--- config.mk ---
export PLATFORM = sky130hd
export DESIGN_NAME = bcd2bin_flat
export DESIGN_NICKNAME = d
export VERILOG_FILES = /design/src/rtl/bcd2bin_if.sv /design/src/rtl/bcd2bin.sv /design/src/flat_wrapper.sv
export SDC_FILE = /design/constraint.sdc
export NUM_CORES = 1
export LEC_CHECK = 0
export CAP_MARGIN = 40
export CELL_PAD_IN_SITES_DETAIL_PLACEMENT = 0
export CELL_PAD_IN_SITES_GLOBAL_PLACEMENT = 2
export CORE_UTILIZATION = 32
export CTS_CLUSTER_DIAMETER = 50
export DETAILED_ROUTE_END_ITERATION = 8
export PLACE_DENSITY = 0.8
export SLEW_MARGIN = 5
export SYNTH_ARGS = -nofsm -noshare
export SYNTH_HDL_FRONTEND = slang
export SYNTH_SLANG_ARGS = --single-unit
export TNS_END_PERCENT = 30
--- constraint.sdc ---
create_clock -name clk -period 1.7 [get_ports clk]
set_input_delay 0.425 -clock clk [delete_from_list [all_inputs] [get_ports clk]]
set_output_delay 0.425 -clock clk [all_outputs]
set_load 0.01 [all_outputs]
--- src/rtl/bcd2bin_if.sv ---
// bcd2bin_if
//   Handshake bundle between the control FSM (master) and the BCD-to-binary
//   converter (slave).
//   start  : request a conversion (master -> slave)
//   bcd_in : packed BCD operand, digit 0 in bits [3:0] (master -> slave)
//   bin    : registered binary result (slave -> master)
//   done   : one-cycle completion pulse (slave -> master)
//   err    : last accepted operand contained a digit > 9 (slave -> master)
//   busy   : conversion in progress, start ignored (slave -> master)
interface bcd2bin_if #(
  parameter int DIGITS = 4,
  parameter int BIN_W  = 15
) ();
  logic                  start;
  logic [4*DIGITS-1:0]   bcd_in;
  logic [BIN_W-1:0]      bin;
  logic                  done;
  logic                  err;
  logic                  busy;

  modport master (
    output start, bcd_in,
    input  bin, done, err, busy
  );

  modport slave (
    input  start, bcd_in,
    output bin, done, err, busy
  );
endinterface

--- src/rtl/bcd2bin.sv ---
// bcd2bin
//   Sequential BCD-to-binary converter using reverse double-dabble, one shift
//   per clock. Used to load keypad-entered setpoints/tare into the binary
//   weight datapath.
//   clk : system clock, rising edge
//   rst : synchronous active-high reset
//   bus : bcd2bin_if.slave (start, bcd_in in; bin, done, err, busy out)
//
//   state | meaning
//   IDLE  | waiting for start; operand captured and validated on start
//   SHIFT | one shift-and-correct iteration per cycle, BIN_W iterations
//   DONE  | done pulse for one cycle, result/err valid, then back to IDLE
module bcd2bin #(
  parameter int DIGITS = 4,
  parameter int BIN_W  = 15
) (
  input logic     clk,
  input logic     rst,
  bcd2bin_if.slave bus
);
  localparam int BCD_W = 4 * DIGITS;
  localparam int CNT_W = (BIN_W > 1) ? $clog2(BIN_W) : 1;

  typedef enum logic [1:0] {IDLE, SHIFT, DONE} state_t;

  state_t             state_q, state_d;
  logic [BCD_W-1:0]   sh_bcd_q, sh_bcd_d;
  logic [BIN_W-1:0]   sh_bin_q, sh_bin_d;
  logic [BIN_W-1:0]   bin_q, bin_d;
  logic [CNT_W-1:0]   cnt_q, cnt_d;
  logic               err_q, err_d;

  logic               bad_digit;
  logic [BCD_W-1:0]   shr_bcd;
  logic [BCD_W-1:0]   adj_bcd;
  logic [BIN_W-1:0]   shr_bin;

  always_comb begin
    bad_digit = 1'b0;
    for (int i = 0; i < DIGITS; i++) begin
      if (bus.bcd_in[4*i +: 4] > 4'd9) bad_digit = 1'b1;
    end
  end

  // Right shift of {sh_bcd, sh_bin}, then per-nibble -3 correction on any
  // digit that went to 8 or above (the undo of double-dabble's +3).
  always_comb begin
    shr_bin = {sh_bcd_q[0], sh_bin_q[BIN_W-1:1]};
    shr_bcd = {1'b0, sh_bcd_q[BCD_W-1:1]};
    adj_bcd = shr_bcd;
    for (int i = 0; i < DIGITS; i++) begin
      if (shr_bcd[4*i +: 4] >= 4'd8) adj_bcd[4*i +: 4] = shr_bcd[4*i +: 4] - 4'd3;
    end
  end

  always_comb begin
    state_d  = state_q;
    sh_bcd_d = sh_bcd_q;
    sh_bin_d = sh_bin_q;
    bin_d    = bin_q;
    cnt_d    = cnt_q;
    err_d    = err_q;
    case (state_q)
      IDLE: begin
        if (bus.start) begin
          sh_bcd_d = bus.bcd_in;
          sh_bin_d = '0;
          cnt_d    = '0;
          err_d    = 1'b0;
          if (bad_digit) begin
            err_d   = 1'b1;
            bin_d   = '0;
            state_d = DONE;
          end else begin
            state_d = SHIFT;
          end
        end
      end
      SHIFT: begin
        sh_bcd_d = adj_bcd;
        sh_bin_d = shr_bin;
        cnt_d    = cnt_q + CNT_W'(1);
        if (cnt_q == CNT_W'(BIN_W - 1)) begin
          bin_d   = shr_bin;
          state_d = DONE;
        end
      end
      DONE:    state_d = IDLE;
      default: state_d = IDLE;
    endcase
  end

  always_ff @(posedge clk) begin
    if (rst) begin
      state_q  <= IDLE;
      sh_bcd_q <= '0;
      sh_bin_q <= '0;
      bin_q    <= '0;
      cnt_q    <= '0;
      err_q    <= 1'b0;
    end else begin
      state_q  <= state_d;
      sh_bcd_q <= sh_bcd_d;
      sh_bin_q <= sh_bin_d;
      bin_q    <= bin_d;
      cnt_q    <= cnt_d;
      err_q    <= err_d;
    end
  end

  assign bus.bin  = bin_q;
  assign bus.err  = err_q;
  assign bus.done = (state_q == DONE);
  assign bus.busy = (state_q != IDLE);
endmodule

--- src/flat_wrapper.sv ---
// flat-port wrapper written by rule: the top's interface ports become plain ports
module bcd2bin_flat 
#(
  parameter int DIGITS = 4,
  parameter int BIN_W  = 15
)
  (clk, rst, bus_start, bus_bcd_in, bus_bin, bus_done, bus_err, bus_busy);
  bcd2bin_if #(.DIGITS(DIGITS), .BIN_W(BIN_W)) bus_i ();
  input logic clk;
  input logic rst;
  input wire logic [$bits(bus_i.start)-1:0] bus_start;
  input wire logic [$bits(bus_i.bcd_in)-1:0] bus_bcd_in;
  output wire logic [$bits(bus_i.bin)-1:0] bus_bin;
  output wire logic [$bits(bus_i.done)-1:0] bus_done;
  output wire logic [$bits(bus_i.err)-1:0] bus_err;
  output wire logic [$bits(bus_i.busy)-1:0] bus_busy;
  assign bus_i.start = bus_start;
  assign bus_i.bcd_in = bus_bcd_in;
  assign bus_bin = bus_i.bin;
  assign bus_done = bus_i.done;
  assign bus_err = bus_i.err;
  assign bus_busy = bus_i.busy;
  bcd2bin #(.DIGITS(DIGITS), .BIN_W(BIN_W)) u_core (.clk(clk), .rst(rst), .bus(bus_i));
endmodule
==> impl_metrics.toml, run 1 <==
[status]
status = "completed"

[drt]
firstDrtPassIters = 4
routed_via_density = 4.97
wire_per_inst_um = 14.1
wl_mm = 6.18
drc = 0
antenna_left = 0
drt-initial-drc-count = 140
via_count = 2172

[yosys]
async_reset_ff_share_pct = 0
synthFlopType = "dfxtp_1"
yosysSeqAreaShare_pct = 42.8
synth_warnings = 0
synth_cell_types = 37
synthCells = 292
synth_seq_cells = 52
synth_nets = 319
synth-edff-count = 0
avgSynthCellArea_sq_um = 8.34
netlist_area_sq_mm = 0.00243

[setup_path]
path_cells = "clkdlybuf4s50_1"
path_delay_family = "buffers and inverters"
crit_type = "flip-flop to output port"
worst_path_max_delay_cell = "clkdlybuf4s50_1"
worstPathArrival_ns = 1.22
path_max_fanout = 3
worst_ep_required_time_ns = 1.27
reg2reg_slack_ns = 0.21
slowest_delay_ns = 0.55
crit_path_start_kind = "flip-flop"
critPathBufInv = 1
endpoint_kind = "output port"

[floorplan]
rows = 31
start_util_pct = 33.4
dieArea_sq_mm = 0.00796
core-area_sq_mm = 0.00729
die-width_um = 89.2
die_h_um = 89.2
top_level_ports = 37

[timing]
setup-violations-final = 0
drv_slew = 0
layout_min_cycle_time_ns = 1.64
tightest_slew_ns = 0.487
whs_ns = 0.487
grt_setup_unrepaired = "no"
max_freq_mhz = 608
skew_ns = 0.00939
slew_headroom_pct = 67.5
fin_crit_sh_pct = 96.7
fin_tns_setup_ns = 0
hold_viol = 0

[clock_network]
root_buffer = "clkbuf_8"
cts_buffers = 5
post-cts-setup-buffers = 0
cts_tree = "yes"
clk_pin_slew_ns = 0.10
clockBufferDepth = 2
holdBufCountCts = 0
htree_levels = 2
clk-insertion-delay-late_ns = 0.31
cts.sinks = 52

[placed_design]
gp_congestion = 0.731
hpwlAfterDp_mm = 4.17
io_buffers = 36

[power_and_ir_drop]
combPwrFrac_pct = 15.4
seq_power_share_pct = 54.4
p_int_mw = 1.73
pwr-share-clk_pct = 30.2
p_leak_nw = 1.24
ir_drop_mv = 0.352
power.density_mw_per_mm2 = 764
swShare_pct = 27.7
power_switching_uw = 662

[final_layout]
n_antenna_cell = 0
finalNetCount = 364
syn2layout_area_growth_pct = 28.5
final_layout_size_suffix_gt1_share_pct = 12.4
final_common_cell = "dfxtp_1"
layout_common_cells = "dfxtp_1, nor2_1, nand3_1"

[global_routing]
grt_pass1_wl_mm = 9.86
grtUsageTotal_pct = 16.3
grt_pass1_vias = 1963
grt_antenna_before_repair = 0
grt_overflow = 0
grt_max_degree = 24

[flow_run]
cap_violations = 0

[min_path]
hold_path.class = "flip-flop to flip-flop"
-- state kept, by name, summed over array words and instances, names as in the netlist --
register / count
u_core.sh_bin_q: 14
u_core.bus.bin: 15
u_core.cnt_q: 4
u_core.state_q: 2
u_core.bus.err: 1
u_core.sh_bcd_q: 16
-- power groups by stage --
stage	combinational [mW]	sequential, mW	clock [mW]
floorplan	0.224	1.32	0
global placement	0.372	1.33	0
CTS	0.373	1.30	0.752
detailed placement	0.373	1.33	0
global route	0.404	1.31	0.794
finish	0.368	1.30	0.723
-- metal layers --
layer | vias up | part of all wire (%) | track usage (%)
met3 | 5 | 2.5 | 2.86
met5 | - | 0 | 0
met2 | 24 | 44 | 24.6
met1 | 1023 | 52 | 23.7
li1 | 1120 | - | -
met4 | 0 | 1.2 | 4.76
-- final cells by class --
cell class,count,area (sq um)
Fill cell,799,4160
Multi-Input combinational cell,204,1200
Sequential cell,52,1050
Timing Repair Buffer,63,626
Tap cell,99,124
Clock buffer,6,72.6
Inverter,11,41.3
Clock inverter,2,16.3
-- stage by stage --
stage	cell area (sq um)	utilization (%)	total power, mW	setup WS [ns]	std cells
5_1_grt	3130	42.9	2.50	0.00283	437
3_5_place_dp	3020	41.4	1.70	-0.175	429
3_3_place_gp	3020	41.4	1.70	-0.167	429
6_report	3130	42.9	2.39	0.0554	437
4_1_cts	3110	42.6	2.42	0.000227	437
2_1_floorplan	2430	-	1.54	0.252	292
-- path summary, 6_finish.rpt --
path | cells past startpoint | to | startpoint
worst min register to register | 2 | u_core.bus.bin[0]$_SDFFE_PP0P_ | u_core.sh_bin_q[1]$_SDFFE_PP0P_
worst min-delay path | 2 | u_core.bus.bin[0]$_SDFFE_PP0P_ | u_core.sh_bin_q[1]$_SDFFE_PP0P_
worst max-delay path | 1 | bus_bin[11] | u_core.bus.bin[11]$_SDFFE_PP0P_
worst max register to register | 5 | u_core.bus.bin[13]$_SDFFE_PP0P_ | u_core.state_q[1]$_SDFFE_PP0P_
-- logic make-up (layout without fill, tap and decap cells) --
kind of cell / count (synthesis) / in the layout / synth area share [%]
adders and majority gates: 8 / 8 / 4.11
muxes: 1 / 1 / 0.462
DFF: 52 / 52 / 42.8
buffers and inverters: 36 / 82 / 7.91
xor gates and xnor gates: 6 / 6 / 2.16
AOI/OAI and AO/OA: 75 / 75 / 20.9
and+or+nand+nor: 114 / 114 / 21.7
-- cells in the mapped netlist (3+ instances only) --
| cell | instances | share of area [%] |
|---|---|---|
| dfxtp_1 | 52 | 43 |
| nor2_1 | 38 | 5.9 |
| nand3_1 | 32 | 6.6 |
| nand2_1 | 26 | 4.0 |
| a22oi_1 | 19 | 5.9 |
| a21oi_1 | 17 | 3.5 |
| a31oi_1 | 15 | 3.9 |
| inv_1 | 11 | 1.7 |
| buf_2 | 9 | 1.8 |
| ha_1 | 8 | 4.1 |
| clkbuf_1 | 7 | 1.1 |
| o211ai_1 | 6 | 1.8 |
| xnor2_1 | 6 | 2.2 |
| buf_4 | 4 | 1.2 |
| buf_6 | 4 | 1.8 |
| nand2b_1 | 4 | 1.0 |
| a221oi_1 | 3 | 1.1 |
| nor2b_1 | 3 | 0.77 |
| o21ai_0 | 3 | 0.62 |
-- timing repair --
action / in CTS / in global routing
pin swaps: 0 / 0
gates resized for setup: 5 / 8
endpoints found under the setup margin: 2 / 8
No activity file was read; power rests on OpenSTA's default activity.
==> run 2, diff against run 1 <==
CORE_UTILIZATION = 30   (was 32)
PLACE_DENSITY = 0.76   (was 0.8)
SLEW_MARGIN = unset   (was 5)
==> run 2 against run 1 <==
Net effect:
- largest power group unchanged
- critical path depth unchanged
- cell area decreased by 0.28%
- clock-buffer cell count decreased by 1
- core utilization decreased by 2.9 points
- setup slack about the same
- sequential power about the same
- fmax about the same
- routed wire length decreased by 3.8%
- register-to-register slack got worse by 0.04 ns
- clock skew increased by 0.00052 ns
- sequential share of layout area increased by 0.17 points
- highest routed layer unchanged
==> impl_metrics.toml, run 2 (synthesized netlist as in run 1, its figures left out) <==
[status]
status = "completed"

[flow_run]
cap_violations = 0

[clock_network]
htree_levels = 2
root_buffer = "clkbuf_8"
cts_tree = "yes"
cts.sinks = 52
cts_buffers = 5
clockBufferDepth = 2
clk-insertion-delay-late_ns = 0.31
clk_pin_slew_ns = 0.10
holdBufCountCts = 0

[placed_design]
hpwlAfterDp_mm = 4.08
gp_congestion = 0.727
io_buffers = 36
dp_cells = 431

[global_routing]
grt_pass1_vias = 1904
grt_antenna_before_repair = 0
grt_pass1_wl_mm = 9.71
grt_overflow = 0
grt_max_degree = 28
grtUsageTotal_pct = 14.5

[timing]
tightest_slew_ns = 0.419
skew_ns = 0.00990
drv_slew = 0
layout_min_cycle_time_ns = 1.64
grt_setup_unrepaired = "no"
setup-violations-final = 0
max_freq_mhz = 608
whs_ns = 0.492
fin_crit_sh_pct = 96.8
hold_viol = 0
fin_tns_setup_ns = 0
slew_headroom_pct = 72.1

[floorplan]
start_util_pct = 31.2
core-area_sq_mm = 0.00781
top_level_ports = 37
rows = 32
die-width_um = 92.1
dieArea_sq_mm = 0.00848
die_h_um = 92.1

[setup_path]
crit_type = "flip-flop to output port"
slowest_delay_ns = 0.54
worstPathArrival_ns = 1.22
path_depth = 1
worst_ep_required_time_ns = 1.27
critPathBufInv = 1
path_max_fanout = 3
path_delay_family = "buffers and inverters"
r2r.worst_path.cells = 5
worst_path_max_delay_cell = "clkdlybuf4s50_1"
crit_path_start_kind = "flip-flop"
path_cells = "clkdlybuf4s50_1"
endpoint_kind = "output port"

[drt]
wl_mm = 5.95
wirelength_met1_mm = 2.92
via_count = 2166
wl_met3_um = 216
wl_met2_mm = 2.77
firstDrtPassIters = 4
antenna_left = 0
routed_via_density = 4.93
wire_per_inst_um = 13.5
top_layer_used = "met4"
drc = 0
drt-initial-drc-count = 120

[final_layout]
largest-register = "u_core.sh_bcd_q"
n_antenna_cell = 0
final_common_cell = "dfxtp_1"
syn2layout_area_growth_pct = 28.2
layout_common_cells = "dfxtp_1, nor2_1, nand3_1"
finalNonFillerCells = 439
largest_register_ffs = 16
final_layout_size_suffix_gt1_share_pct = 13.1
finalNetCount = 363

[power_and_ir_drop]
ir_drop_mv = 0.353
power.density_mw_per_mm2 = 764
p_leak_nw = 1.17

[min_path]
hold_path.class = "flip-flop to flip-flop"
holdPathStages = 2
-- run 2: worst paths after layout --
check | start | end | slack (ns)
min reg2reg | u_core.sh_bcd_q[14]$_SDFFE_PP0P_ | u_core.sh_bcd_q[13]$_SDFFE_PP0P_ | 0.49
max reg2reg | u_core.state_q[1]$_SDFFE_PP0P_ | u_core.state_q[1]$_SDFFE_PP0P_ | 0.17
min | u_core.sh_bcd_q[14]$_SDFFE_PP0P_ | u_core.sh_bcd_q[13]$_SDFFE_PP0P_ | 0.49
max | u_core.bus.bin[12]$_SDFFE_PP0P_ | bus_bin[12] | 0.06
-- run 2: per-layer routing --
layer	up-vias	track usage (%)
li1	1119	-
met1	1011	20.1
met2	32	22.7
met3	4	2.90
met4	0	3.91
met5	-	0
-- run 2: worst register-to-register path: cells and delay by family (launching register included) --
kind / cells / cell delay (ns)
simple gates: 2 / 0.57
flops: 1 / 0.35
buf+inv: 2 / 0.33
compound gates: 1 / 0.20
-- run 2: what timing repair did --
action | CTS | global route
gates resized for setup | 5 | 7
buffers inserted | 0 | 0
endpoints found under the setup margin | 2 | 8
endpoints found under the hold margin | 0 | 0
-- run 2: area by class of cell --
class / count / area [sq um]
multi-input combinational: 204 / 1200
clock inverter: 3 / 22.5
tap: 102 / 128
fill: 821 / 4690
sequential: 52 / 1050
clock buffer: 5 / 68.8
inverter: 11 / 41.3
timing repair buffer: 62 / 608
-- run 2: per-stage QoR --
step,setup WS (ns),util [%],total power [mW],instance area (sq um)
floorplan,0.252,-,1.54,2430
global placement,-0.246,38.6,1.70,3010
detailed placement,-0.248,38.6,1.70,3010
CTS,0.0167,39.8,2.42,3110
global route,0.000926,40.0,2.52,3120
finish,0.0550,40.0,2.38,3120
-- run 2: where the power goes --
part           internal [mW]  switching, mW
clock                  0.296          0.428
combinational          0.178          0.185
sequential              1.25         0.0422
total                   1.73          0.656
